File: src/rtl/dispatch.sv
// Dispatch stage: holds one renamed bundle and routes each slot in program order
// to the ALU RS or the load/store LSQ lanes, forwarding CDB results into waiting operands.

package uarch_pkg;
  localparam int unsigned PIPE_WIDTH = 2;
  localparam int unsigned NUM_RS     = 3;
  localparam int unsigned TAG_WIDTH  = 6;
  localparam int unsigned XLEN       = 32;
  localparam int unsigned OPC_W      = 4;

  localparam logic [OPC_W-1:0] OP_ADD = 4'd0;
  localparam logic [OPC_W-1:0] OP_SUB = 4'd1;
  localparam logic [OPC_W-1:0] OP_LW  = 4'd2;
  localparam logic [OPC_W-1:0] OP_SW  = 4'd3;

  typedef struct packed {
    logic                 rdy;
    logic [TAG_WIDTH-1:0] tag;
    logic [XLEN-1:0]      val;
  } operand_t;

  typedef struct packed {
    logic [OPC_W-1:0]     opcode;
    logic [TAG_WIDTH-1:0] dest_tag;
    operand_t             src1;
    operand_t             src2;
  } instruction_t;

  typedef struct packed {
    logic                 is_valid;
    logic [TAG_WIDTH-1:0] dest_tag;
    logic [XLEN-1:0]      result;
  } writeback_packet_t;
endpackage

module dispatch
  import uarch_pkg::*;
(
  input  logic                                     clk,
  input  logic                                     rst,
  input  logic                                     flush,
  input  instruction_t [PIPE_WIDTH-1:0]            rename_insts,
  input  logic [PIPE_WIDTH-1:0]                    rename_vals,
  output logic                                     dispatch_rdy,
  input  logic [NUM_RS-1:0][PIPE_WIDTH-1:0]        rs_rdys,
  output logic [NUM_RS-1:0][PIPE_WIDTH-1:0]        rs_wes,
  output instruction_t [NUM_RS-1:0][PIPE_WIDTH-1:0] rs_issue_ports,
  input  writeback_packet_t [PIPE_WIDTH-1:0]       cdb_ports
);

  localparam int unsigned LANE_W = (PIPE_WIDTH > 1) ? $clog2(PIPE_WIDTH) : 1;
  localparam int unsigned CNT_W  = $clog2(PIPE_WIDTH + 1);
  localparam int unsigned RS_W   = $clog2(NUM_RS);

  localparam logic [RS_W-1:0] RS_ALU = RS_W'(0);
  localparam logic [RS_W-1:0] RS_LD  = RS_W'(1);
  localparam logic [RS_W-1:0] RS_ST  = RS_W'(2);

  instruction_t [PIPE_WIDTH-1:0] buf_q, buf_d, buf_fwd, in_fwd;
  logic [PIPE_WIDTH-1:0]         buf_v_q, buf_v_d, grant;

  function automatic operand_t fwd_op(input operand_t op,
                                      input writeback_packet_t [PIPE_WIDTH-1:0] cdb);
    operand_t r;
    r = op;
    for (int p = 0; p < PIPE_WIDTH; p++) begin
      if (!r.rdy && cdb[p].is_valid && (cdb[p].dest_tag == r.tag)) begin
        r.rdy = 1'b1;
        r.val = cdb[p].result;
      end
    end
    return r;
  endfunction

  function automatic instruction_t fwd_inst(input instruction_t inst,
                                            input writeback_packet_t [PIPE_WIDTH-1:0] cdb);
    instruction_t r;
    r      = inst;
    r.src1 = fwd_op(inst.src1, cdb);
    r.src2 = fwd_op(inst.src2, cdb);
    return r;
  endfunction

  function automatic logic [RS_W-1:0] rs_class(input logic [OPC_W-1:0] opc);
    logic [RS_W-1:0] c;
    c = RS_ALU;
    if (opc == OP_LW) c = RS_LD;
    else if (opc == OP_SW) c = RS_ST;
    return c;
  endfunction

  // CDB snoop on both the held bundle and the incoming bundle
  always_comb begin
    for (int i = 0; i < PIPE_WIDTH; i++) begin
      buf_fwd[i] = fwd_inst(buf_q[i], cdb_ports);
      in_fwd[i]  = fwd_inst(rename_insts[i], cdb_ports);
    end
  end

  // In-order grant: each class packs its granted slots onto lanes 0,1,... ; first miss blocks younger slots
  always_comb begin
    logic                              blocked;
    logic [RS_W-1:0]                   cls;
    logic [NUM_RS-1:0][CNT_W-1:0]      cnt;
    rs_wes         = '0;
    rs_issue_ports = '0;
    grant          = '0;
    blocked        = 1'b0;
    cls            = RS_ALU;
    cnt            = '0;
    for (int i = 0; i < PIPE_WIDTH; i++) begin
      if (buf_v_q[i] && !blocked) begin
        cls = rs_class(buf_q[i].opcode);
        if (rs_rdys[cls][LANE_W'(cnt[cls])]) begin
          grant[i]                                  = 1'b1;
          rs_wes[cls][LANE_W'(cnt[cls])]            = 1'b1;
          rs_issue_ports[cls][LANE_W'(cnt[cls])]    = buf_fwd[i];
          cnt[cls]                                  = cnt[cls] + CNT_W'(1);
        end else begin
          blocked = 1'b1;
        end
      end
    end
    dispatch_rdy = !blocked;
  end

  always_comb begin
    buf_d   = buf_fwd;
    buf_v_d = buf_v_q & ~grant;
    if (flush) begin
      buf_v_d = '0;
    end else if (dispatch_rdy) begin
      buf_d   = in_fwd;
      buf_v_d = rename_vals;
    end
  end

  always_ff @(posedge clk or negedge rst) begin
    if (!rst) begin
      buf_q   <= '0;
      buf_v_q <= '0;
    end else begin
      buf_q   <= buf_d;
      buf_v_q <= buf_v_d;
    end
  end

endmodule

File: config.mk
export PLATFORM = sky130hd
export DESIGN_NAME = dispatch
export DESIGN_NICKNAME = d
export VERILOG_FILES = /design/src/rtl/dispatch.sv
export SDC_FILE = /design/constraint.sdc
export NUM_CORES = 1
export LEC_CHECK = 0
export ABC_AREA = 1
export CORE_AREA = 2 2 307 309
export CTS_BUF_LIST = sky130_fd_sc_hd__clkbuf_16
export CTS_CLUSTER_SIZE = 16
export DETAILED_ROUTE_END_ITERATION = 6
export DIE_AREA = 0 0 309 311
export PLACE_DENSITY = 0.51
export SYNTH_ARGS = -nofsm -noshare
export SYNTH_HDL_FRONTEND = slang
export SYNTH_SLANG_ARGS = --single-unit
File: constraint.sdc
create_clock -name clk -period 3.15 [get_ports clk]
set_clock_uncertainty 0.15 [all_clocks]
set_input_delay 0.4725 -clock clk [delete_from_list [all_inputs] [get_ports clk]]
set_output_delay 0.4725 -clock clk [all_outputs]
set_load 0.02 [all_outputs]
==> flow_summary.json <==
{
  "status": "finished, violations left",
  "violations": "negative setup slack",
  "clock_power_share_pct": 15.3,
  "grt_pass1_wl_um": 214000,
  "die-area_sq_um": 96100,
  "dp_hpwl_um": 114000,
  "worst_slack_ns": -0.383,
  "slew_headroom_pct": 45.7,
  "slowest_delay_ns": 0.51,
  "swShare_pct": 48.2,
  "p_sw_mw": 7.61,
  "rr_worst_depth": 14,
  "synth-seq-cells": 178,
  "fill_cells": 10200,
  "worst_setup_path_start_kind": "flop",
  "crit_family": "simple AND/OR/NAND/NOR gates",
  "die_w_um": 309,
  "cp_slowest_cell": "dfrtp_2",
  "grt-ovfl-total": 0,
  "finish.utilization_pct": 39.6,
  "setup_tns_ns": -122.30,
  "grt_max_degree": 79,
  "combPwrFrac_pct": 63.8,
  "setup_violations": 514,
  "synth_cells": 3825,
  "worstPathArrival_ns": 2.91,
  "cts_tree": "done",
  "fin_crit_sh_pct": 112,
  "ant_nets": 0,
  "cp_common_cell": "nor2_4",
  "total_power_mw": 15.8,
  "cts_sinks": 178,
  "num_vias": 31600,
  "cts-buffers-inserted": 17,
  "fmax_mhz": 283,
  "io_pins": 800,
  "drc": 0,
  "worst_pin_slew_ns": 0.814,
  "rows": 112,
  "place.gp.congestion": 0.983,
  "path_class": "flop to output port",
  "fin_crit_ns": 3.53,
  "ys_types": 38,
  "internal_power_mw": 8.17,
  "cts-root-buf": "clkbuf_16",
  "routedWlPerCell_um": 25.6,
  "clockBufferDepth": 2,
  "start_util_pct": 21.7,
  "hold_viol": 0,
  "rsz0062_at_grt": "true",
  "clkTransAtPathRegs_ns": 0.08,
  "clk_latency_ns": 0.52,
  "h-tree-depth": 4,
  "leakagePower_nw": 20.1,
  "drt-initial-drc-count": 3126,
  "syn_area_sq_um": 20100,
  "crit_fanout": 7,
  "pwr-share-seq_pct": 20.9,
  "hold_class": "flop to flop",
  "core_sq_um": 92800,
  "routed_wirelength_um": 162000,
  "dr.pass1.iters": 6,
  "ys_seq_area_share_pct": 22.2,
  "stdcell_area_sq_um": 36800,
  "end_kind": "output port",
  "drv_cap": 0,
  "power_density_nw_per_um2": 429,
  "grt_pass1_vias": 29300,
  "grt_use_total_pct": 30.9,
  "antenna_found_initial": 24,
  "vdd_drop_max_v": 0.000434,
  "critical_path_depth": 14,
  "area_growth_pct": 83.0,
  "nets": 5322,
  "portBuffers": 789,
  "post_dp_cell_area_sq_um": 34100,
  "crit_chain": "xor2_4, nor2_1, nand3_1, nor2_4, nor2_4, nand2_8, buf_12, buf_6, nand2_1, o21ai_2, inv_2, buf_6, nor2_4, buf_8",
  "critPathBufInv": 5,
  "via_per_inst": 4.99,
  "ys_warn_count": 0,
  "drive_gt1_share_pct": 30.3,
  "slew_viol_final": 0,
  "hold_depth": 2,
  "die_h_um": 311,
  "crit_required_ns": 2.53,
  "synth.avg_cell_area_sq_um": 5.25
}
==> routing by layer <==
| layer | wire (um) | part of all wire (%) | up-vias | track usage, % |
|---|---|---|---|---|
| met5 | 100 | 0.062 | - | 0 |
| met4 | 8430 | 5.2 | 16 | 15.6 |
| met3 | 15300 | 9.5 | 329 | 7.21 |
| met2 | 73800 | 45 | 1875 | 49.8 |
| met1 | 64700 | 40 | 14900 | 38.3 |
| li1 | - | - | 14600 | - |
==> registers in the layout (all words and copies together) (netlist names) <==
register / count
buf_v_q: 2
buf_q: 132
buf_fwd: 44
==> cell type report <==
cell class	count	area (sq um)	area share, %
timing repair buffer	1504	14500	39.4
inverter	295	1190	3.25
clock inverter	15	169	0.459
tap	1254	1570	4.27
clock buffer	17	425	1.16
sequential	178	4470	12.2
multi-input combinational	3061	14400	39.2
antenna	16	40.0	0.109
==> worst reg2reg max path: stages, from the launching register on <==
cell     delay, ns
dfrtp_1       0.43
nor2_4        0.20
nand2_1       0.08
nor2_1        0.10
nand4_1       0.18
nand2_2       0.13
nand4_1       0.15
nand3_4       0.15
buf_4         0.24
nand2_8       0.10
buf_4         0.16
buf_12        0.17
buf_4         0.28
nand3_1       0.07
nand2_1       0.06
==> per-stage QoR <==
| step | hold slack (ns) | setup WS [ns] | std cells |
|---|---|---|---|
| final | 0.357 | -0.383 | 6340 |
| after global routing | 0.348 | -0.489 | 6336 |
| after CTS | 0.332 | -0.434 | 6258 |
| after detailed placement | 0.333 | -1.07 | 6167 |
| after global placement | 0.309 | -1.10 | 6167 |
| after floorplan | 0.0269 | 0.264 | 3834 |
==> cell usage after synthesis, drive strengths merged <==
library cell  count  area, sq um
a21oi            23          115
and2              1         6.26
buf             156          878
clkbuf          144          542
clkinv            4         15.0
conb              1         3.75
dfrtp           178         4450
inv             291         1090
nand2          1758         6610
nand2b            1         6.26
nand3           346         1770
nand3b            5         37.5
nand4           123          769
nor2            364         1450
nor2b             1         6.26
nor3             10         66.3
nor3b             1         7.51
o2111ai           6         52.6
o211ai            1         7.51
o21ai           353         1770
o22ai            32          200
o31ai             1         7.51
xnor2            10         87.6
xor2             15          131
==> cell usage in the layout (no fill, tap or decap), types with 103 or more instances in the layout <==
cell type | synthesis | routed
nand3_1 | 340 | 322
dfrtp_1 | 178 | 167
buf_4 | 34 | 626
buf_6 | 7 | 103
clkdlybuf4s50_1 | 0 | 250
inv_1 | 281 | 225
nor2_1 | 334 | 290
nand4_1 | 123 | 123
o21ai_0 | 288 | 218
buf_12 | 0 | 134
nand2_1 | 1752 | 1654
clkbuf_2 | 1 | 129
==> final timing paths <==
kind | slack [ns] | end | startpoint
worst min-delay path | 0.36 | buf_fwd[174] | buf_fwd[174]
worst max-delay path | -0.38 | rs_issue_ports[485] | buf_fwd[164]
max in group asynchronous | 1.59 | buf_q[142] | rst
worst max register to register | 0.40 | buf_q[115] | buf_fwd[87]
worst min register to register | 0.36 | buf_fwd[174] | buf_fwd[174]
min in group asynchronous | 0.40 | buf_q[101] | rst
==> power groups by stage <==
stage	registers, mW	logic [mW]	clock network [mW]
2_1_floorplan	3.19	4.00	0
3_3_place_gp	3.30	8.81	0
3_5_place_dp	3.31	8.83	0
4_1_cts	3.28	9.28	2.45
5_1_grt	3.37	10.8	2.52
6_report	3.30	10.1	2.41
==> kinds of logic (layout without fill, tap and decap cells) <==
family,after synthesis,count (layout),share of synthesized area (%)
DFF,178,178,22.2
buffers and inverters,595,1831,12.6
and+or+nand+nor,2610,2610,53.4
AOI/OAI and AO/OA,416,416,10.7
other,1,26,0.0187
xor gates and xnor gates,25,25,1.09
==> timing repair <==
action	CTS	global route
setup endpoints to repair	523	524
setup buffers	47	53
gates resized for setup	1132	909
hold buffers	1	0
pin swaps	49	57
endpoints found under the hold margin	56	0
cloned	12	24
No activity file was read; power rests on OpenSTA's default activity.
